**src/rtl/bk_sequencer.sv**
```systemverilog
// Backup-RAM save/load sequencer: walks every sector of the selected save slot
// through the user_io sd_rd/sd_wr/sd_ack handshake, one 512-byte sector at a time.
module bk_sequencer #(
  parameter int SECTOR_BITS = 6,
  parameter int SLOT_BITS   = 2
) (
  input  logic                 clk_sys,
  input  logic                 RESET_n,
  input  logic                 download,
  input  logic                 img_mounted,
  input  logic [31:0]          img_size,
  input  logic                 bk_load,
  input  logic                 bk_save,
  input  logic [SLOT_BITS-1:0] slot,
  input  logic                 sd_ack,
  input  logic                 sd_buff_wr,
  output logic [31:0]          sd_lba,
  output logic                 sd_rd,
  output logic                 sd_wr,
  output logic                 ena,
  output logic                 busy,
  output logic                 loading,
  output logic                 done,
  output logic                 err
);

  localparam int PAD_W = 32 - SLOT_BITS - SECTOR_BITS;

  typedef enum logic [1:0] {S_IDLE, S_REQ, S_XFER, S_DRAIN} state_t;

  state_t               state;
  logic                 dl_q, ld_q, sv_q, ack_q, ack_qq;
  logic [SLOT_BITS-1:0] slot_q;
  logic [SECTOR_BITS-1:0] sector;
  logic [9:0]           byte_cnt;

  logic dl_rise, ld_rise, sv_rise, ack_rise, ack_fall, strobe;

  // Byte counter sticks at its maximum so an over-long sector can never alias to 512.
  function automatic logic [9:0] sat_inc(input logic [9:0] v);
    return (v == 10'h3FF) ? v : v + 10'd1;
  endfunction

  assign dl_rise  = download & ~dl_q;
  assign ld_rise  = bk_load & ena & ~ld_q;
  assign sv_rise  = bk_save & ena & ~sv_q;
  assign ack_rise = ack_q & ~ack_qq;
  assign ack_fall = ~ack_q & ack_qq;
  assign strobe   = sd_buff_wr & sd_ack;

  assign sd_lba = {{PAD_W{1'b0}}, slot_q, sector};

  always_ff @(posedge clk_sys or negedge RESET_n) begin
    if (!RESET_n) begin
      state    <= S_IDLE;
      dl_q     <= 1'b0;
      ld_q     <= 1'b0;
      sv_q     <= 1'b0;
      ack_q    <= 1'b0;
      ack_qq   <= 1'b0;
      slot_q   <= '0;
      sector   <= '0;
      byte_cnt <= '0;
      sd_rd    <= 1'b0;
      sd_wr    <= 1'b0;
      ena      <= 1'b0;
      busy     <= 1'b0;
      loading  <= 1'b0;
      done     <= 1'b0;
      err      <= 1'b0;
    end else begin
      dl_q   <= download;
      ld_q   <= bk_load & ena;
      sv_q   <= bk_save & ena;
      ack_q  <= sd_ack;
      ack_qq <= ack_q;
      done   <= 1'b0;

      // A new ROM download invalidates the save image until it is re-mounted.
      if (dl_rise)
        ena <= 1'b0;
      else if (download && img_mounted && img_size != 32'd0)
        ena <= 1'b1;

      if (dl_rise && (state == S_REQ || state == S_XFER)) begin
        sd_rd <= 1'b0;
        sd_wr <= 1'b0;
        err   <= 1'b1;
        state <= S_DRAIN;
      end else begin
        case (state)
          S_IDLE: begin
            if (ld_rise || sv_rise) begin
              slot_q  <= slot;
              sector  <= '0;
              loading <= ld_rise;
              err     <= 1'b0;
              busy    <= 1'b1;
              sd_rd   <= ld_rise;
              sd_wr   <= ~ld_rise;
              state   <= S_REQ;
            end
          end
          S_REQ: begin
            if (ack_rise) begin
              sd_rd    <= 1'b0;
              sd_wr    <= 1'b0;
              byte_cnt <= '0;
              state    <= S_XFER;
            end
          end
          S_XFER: begin
            if (strobe)
              byte_cnt <= sat_inc(byte_cnt);
            if (ack_fall) begin
              if (loading && byte_cnt != 10'd512)
                err <= 1'b1;
              if (&sector) begin
                busy  <= 1'b0;
                done  <= 1'b1;
                state <= S_IDLE;
              end else begin
                sector <= sector + SECTOR_BITS'(1);
                sd_rd  <= loading;
                sd_wr  <= ~loading;
                state  <= S_REQ;
              end
            end
          end
          S_DRAIN: begin
            // Wait for user_io to release the aborted transfer before freeing the system.
            if (!ack_q) begin
              busy  <= 1'b0;
              state <= S_IDLE;
            end
          end
          default: state <= S_IDLE;
        endcase
      end
    end
  end

endmodule

```
**config.mk**
```make
export PLATFORM = sky130hd
export DESIGN_NAME = bk_sequencer
export DESIGN_NICKNAME = d
export VERILOG_FILES = /design/src/rtl/bk_sequencer.sv
export SDC_FILE = /design/constraint.sdc
export NUM_CORES = 1
export LEC_CHECK = 0
export ABC_AREA = 1
export ABC_CLOCK_PERIOD_IN_PS = 1900
export BUFFER_PORTS_ARGS = -buffer_cell sky130_fd_sc_hd__buf_2
export CAP_MARGIN = 5
export CORE_ASPECT_RATIO = 1.25
export CORE_MARGIN = 2
export CORE_UTILIZATION = 39
export DETAILED_ROUTE_END_ITERATION = 10
export GPL_ROUTABILITY_DRIVEN = 1
export GPL_TIMING_DRIVEN = 0
export MAX_ROUTING_LAYER = met4
export PLACE_DENSITY = 0.65
export RECOVER_POWER = 50
export SETUP_SLACK_MARGIN = 0.1
export SYNTH_ARGS = -nofsm -noshare
export SYNTH_HDL_FRONTEND = slang
export SYNTH_SLANG_ARGS = --single-unit
```
**constraint.sdc**
```tcl
create_clock -name clk_sys -period 1.9 [get_ports clk_sys]
set_input_delay 0.285 -clock clk_sys [delete_from_list [all_inputs] [get_ports clk_sys]]
set_output_delay 0.285 -clock clk_sys [all_outputs]
set_load 0.05 [all_outputs]
```
# After elaboration in Yosys (flattened, before gate mapping)

Cells that the tools add are included.

Input port bits: 42
Memory bits (read-only): 0
RAM bits: 0
Output and inout bits: 39
Bits in latches: 0
Word-level logic and storage cells: 117
Memories kept: 0
Bits in registers: 32

$mul: 0
$add $sub $neg: 2
Eq/ne operators: 19
Shifts and indexed selects: 0
Reductions and logical operators: 22
Magnitude comparators: 0
Div/mod/pow operators: 0
Bitwise operators: 16
Muxes and demuxes: 42

Operators with widths:

| operator                | number |
|---|---|
| $reduce_bool A32 Y1     | 1 |
| $mux W10                | 3 |
| $mux W1                 | 24 |
| $pmux W10 S2            | 1 |
| $mux W6                 | 3 |
| $reduce_and A5 Y1       | 3 |
| $ne A2 B2 Y1 const B    | 7 |
| $pmux W6 S2             | 1 |
| $reduce_and A6 Y1       | 2 |
| $add A10 B1 Y10 const B | 1 |
| $eq A10 B10 Y1 const B  | 1 |
| $mux W2                 | 5 |
| $ne A10 B10 Y1 const B  | 1 |
| $ne A3 B3 Y1 const B    | 3 |
| $pmux W1 S3             | 3 |
| $and A1 B1 Y1           | 8 |
| $not A1 Y1              | 8 |
| $pmux W2 S4             | 1 |
| $reduce_and A4 Y1       | 2 |
| $add A6 B1 Y6 const B   | 1 |
| $ne A3 B2 Y1 const B    | 2 |
| $reduce_bool A2 Y1      | 3 |
| $reduce_bool A3 Y1      | 2 |
| $eq A2 B2 Y1 const B    | 2 |
| 9 further kinds         | 13 |

# Depth between registers and ports, before layout

Depth in word-level cells: 6
Gate-level depth with buffers: 10
Mapped depth without buffers: 10

# Worst setup path after synthesis

Ideal clock, no wire load.

Kind: reg-to-reg
Start point: register sector[0]
End point: register sector[2]
Path slack: 0.110 ns
Cell stages (with the launch flop): 11
Required time: 1.826 ns
Period minus slack after synthesis: 1.790 ns
Path buffers: 1
Data arrival time: 1.716 ns
Library setup time: 0.074 ns
Path through: dfrtp_1 ha_1 nand3_2 nor2_2 nand2_2 nand2_4 nand2_4 nand2_4 buf_12 nand2_1 o21ai_2

Word-level cells in the longest chain between the ends: 4
Elaborated cells on any way between the ends: 7
Those cells by class: 1 x add/sub; 1 x eq/ne; 3 x mux; 2 x reduce/logical

Ends and longest elaborated chain:

| item                     | line | RTL |
|---|---|---|
| start: declaration       | 34   | `logic [SECTOR_BITS-1:0] sector;` |
| start signal: assignment | 123  | `sector <= sector + SECTOR_BITS'(1);` |
| $add A6 B1 Y6            | 123  |  |
| $mux W6                  | 118  | `if (&sector) begin` |
| $mux W6                  | 115  | `if (ack_fall) begin` |
| $pmux W6 S2              | 91   | `case (state)` |

Parallel ways exist; a longest one is shown, timed or not. The select of a mux whose other input is x is not followed.
A chain may end at the register's enable or synchronous reset.

# Worst setup path after layout

Start point: register state[0]
End point: register sd_wr

Word-level cells in the longest chain between the ends: 5
Elaborated cells on any way between the ends: 13
Those cells by class: 6 x eq/ne; 2 x mux; 5 x reduce/logical

Ends and longest elaborated chain:

| item                                                  | line   | RTL |
|---|---|---|
| start: declaration                                    | 31     | `state_t state;` |
| start signal: assignment                              | 55     | `state <= S_IDLE;` |
| start signal: assignment                              | 89     | `state <= S_DRAIN;` |
| start signal: assignment                              | 101    | `state <= S_REQ;` |
| $eq A2 B1 Y1 / $eq A2 B2 Y1 (equally long branches)   | 85, 91 |  |
| $logic_or A1 B1 Y1                                    | 85     | `if (dl_rise && (state == S_REQ \|\| state == S_XFER)) begin` |
| $logic_and A1 B1 Y1                                   | 85     |  |
| $ne A3 B3 Y1 (no source line) (tied with other cells) | -      |  |
| $reduce_and A5 Y1 (no source line)                    | -      |  |
| end signal: assignment                                | 100    | `sd_wr <= ~ld_rise;` |
| end signal: assignment                                | 125    | `sd_wr <= ~loading;` |
| end: declaration                                      | 19     | `output logic sd_wr,` |

Parallel ways exist; a longest one is shown, timed or not.

==> impl_results.md <==
* Vias in the first global route at 1,794
* Synth async-reset ratio at 100%
* Adder-Cell Fraction of Synth Area at 3.90%
* Ant diodes at 0
* Boundary Pins at 81
* CTS buffer count at 5
* Crit-path max cell delay at 0.41 ns
* Critical Path Start Type: flip-flop
* Peak VDD IR at 797 uV
* Core area at 5480 sq um
* Fin crit period at 1.65 ns
* Critical path arrival at 1.88 ns
* Worst hold start: sd_ack
* Die height at 88.8 um
* Crit end category: flip-flop
* Power per cell area at 1180 nW/um^2
* First-pass GRT wire length at 7480 um
* GPL Wtd Cong at 0.790
* Final ANT Viol Nets at 0
* Clk sink count at 32
* DP Wirelength at 3530 um
* Largest net degree at the start of global routing at 33
* Die width at 71.9 um
* CTS tree: built
* Worst Tran Pin Value at 1.70 ns
* Failing checks: max-capacitance violations, max-slew violations
* Gr ovfl total at 0
* Synthesis Warnings at 0
* Root buf cell: clkbuf_8
* Sum Neg Setup Slack at 0 ns
* Port Buffers at 56
* Unique masters post-synth at 32
* Hold WC Path Type: input pin to flip-flop
* Register area at 801 sq um
* Initial Utilization at 41.0%
* MaxCap Viol Count at 1
* Syn avg cell area at 7.13 sq um
* RSZ-0062 raised after global routing: no
* Die Footprint at 6380 sq um
* Nets at 450
* Hold_ws at 0.145 ns
* Total GRT Usage at 15.5%
* Clk buf depth at 2
* Final worst path period share at 86.9%
* Slew headroom at -13.2%
* Vias per Instance at 4.36
* Final Skew at 0.00461 ns
* Sequential share of the synthesized area at 35.7%
* LEAKAGE at 0.00155 uW
* Final setup fails at 0
* Via Count at 2,017
* Largest family of logic cells by synthesized area: simple AND/OR/NAND/NOR gates
* Gate Count Post-Synth at 315
* Critical-path cell list: inv_1, ha_1, inv_2, nor2_2, nand3_1, and2_1, nand2_1, nand2_1, nand2_1
* Site row count at 30
* Post-synthesis simple-gate area fraction at 37.3%
* Crit-path max FO at 5
* FF+latch count, synth at 32
* Reg-to-Reg Start: state[0]$_DFFE_PN0P_
* Status: complete, but fails checks
* Worst path slowest cell: dfrtp_1
* Critical Path RT at 2.12 ns
* Cell mode on critical path: nand2_1
* Synthesized cell area at 2240 sq um
* Share of cells above drive strength 1 at 28.8%
* Residual DRC count at 0
* H-tree lvl count at 2
* Endpoints failing hold at 0
* Beginning of the critical path: state[0]$_DFFE_PN0P_
* Initial antenna violation count at 0
* Mux share of post-synthesis cell area at 0%
* Synth Area in XOR/XNOR at 0%
* Worst setup path category: flip-flop to flip-flop
* Fmax at 0.606 GHz
* Filler cells at 561
* Drt initial violations at 58
* Worst-path clk slew at 0.06 ns
* Slew Limit Fails at 33
* Area growth, synth to finish at 23.3%
* Worst-Skew Late Latency at 0.29 ns
* Post-synth top flop: dfrtp_1
* Synth Area in Compound Gates at 7.58%
* Routed wire length at 4500 um
* Drt first pass iters at 4
* Post-CTS repair timing setup buffer count at 0
* WL per Instance at 9.71 um
* Number of synthesized flops with an enable pin at 0
* Footprint of the multi-input gates at 1200 sq um
## flip-flops by register name, indices dropped and copies added, names as in the netlist, 2 cells and up
name / count
slot_q: 2
sector: 6
state: 2
byte_cnt: 10
## critical path: cells and delay by family, from the launching register on
kind	cells	cell delay [ns]
and+or+nand+nor	6	0.66
buffers and inverters	2	0.21
adders and majority gates	1	0.31
DFF	1	0.41
## cell type report
| cell class | instances | area share, % |
|---|---|---|
| well taps | 64 | 2.89 |
| multi-input cells | 244 | 43.3 |
| inverters | 35 | 4.79 |
| flip-flops and latches | 32 | 28.9 |
| repair buffers | 56 | 9.95 |
| plain buffers | 27 | 7.69 |
| clock buffers | 5 | 2.49 |
## synthesized netlist by cell type (2+ instances only)
master / instances / share of area (%)
o21ai_1: 3 / 0.67
nand2_4: 4 / 2.0
nand2_2: 7 / 2.0
nor2_2: 3 / 0.84
ha_1: 7 / 3.9
inv_1: 27 / 4.5
nor2_1: 44 / 7.4
o21ai_2: 4 / 1.6
a21oi_1: 5 / 1.1
nand3_1: 14 / 3.1
nor2_4: 2 / 1.0
buf_4: 25 / 8.4
nand4_1: 5 / 1.4
nand2_1: 98 / 16
nand3b_1: 4 / 1.3
inv_2: 6 / 1.0
nand3_2: 2 / 0.89
dfrtp_1: 32 / 36
o21ai_0: 10 / 2.2
## routing by layer
layer	GRT usage [%]	routed length [um]
met1	17.0	1950
met2	27.5	2270
met3	3.76	212
met4	5.15	64
met5	-	0
## stage by stage
stage          cell area [sq um]  total power (uW)  util (%)  std cells  setup WS, ns
6_report                    2770              3260      50.5        463         0.249
5_1_grt                     2770              3520      50.5        463        0.0790
4_1_cts                     2760              3260      50.4        463         0.134
3_5_place_dp                2690              2780      49.1        458         0.140
2_1_floorplan               2330              2390         -        338         0.110
3_3_place_gp                2690              2770      49.1        458         0.146
## placed cells by master, fill, tap and decap left out
master	synthesis	layout
nor3_4	1	1
nand3_1	14	14
inv_2	6	6
ha_1	7	7
clkbuf_1	0	4
inv_1	27	27
clkinv_2	1	1
nand2_4	4	5
clkbuf_8	0	5
buf_12	1	1
o21ai_2	4	4
nand3_2	2	2
a21oi_1	5	5
a31oi_1	1	1
dfrtp_1	32	32
a21boi_1	1	1
o21bai_1	1	1
conb_1	1	24
buf_4	25	25
o211ai_1	1	1
nand4_1	5	5
nand3b_1	4	4
nor2_2	3	3
o21ai_0	10	10
a21oi_4	0	1
nand2_1	98	98
clkinv_1	1	1
o21ai_1	3	3
a22oi_1	1	1
and2_1	1	1
buf_2	1	53
nor2_1	44	44
nand2_2	7	6
nor2_4	2	2
## power breakdown
part | switching, uW | leakage (uW) | internal [uW]
Clock | 237 | 0.0000359 | 236
Combinational | 1290 | 0.00110 | 590
Sequential | 95.4 | 0.000421 | 808
Total | 1620 | 0.00155 | 1630
## logic make-up after synthesis
family          after synthesis
compound gates               28
fa+ha+maj                     7
buf+inv                      62
flops                        32
other cells                   1
simple gates                185
## worst paths after layout
| check | depth (start not counted) | to | slack (ns) |
|---|---|---|---|
| worst max-delay path | 9 | sd_wr$_DFFE_PN0P_ | 0.25 |
| worst min-delay path | 1 | ack_q$_DFF_PN0_ | 0.14 |
| worst max register to register | 9 | sd_wr$_DFFE_PN0P_ | 0.25 |
| worst min register to register | 0 | ack_qq$_DFF_PN0_ | 0.47 |
| max in group asynchronous | 1 | sector[2]$_DFFE_PN0P_ | 0.48 |
| min in group asynchronous | 1 | byte_cnt[7]$_DFFE_PN0P_ | 0.43 |
## timing repair
| item | CTS | global route |
|---|---|---|
| setup endpoints to repair | 0 | 14 |
| resized for setup | 0 | 2 |
| hold buffers | 0 | 0 |
Note: power is estimated with default switching activity, not from simulation.
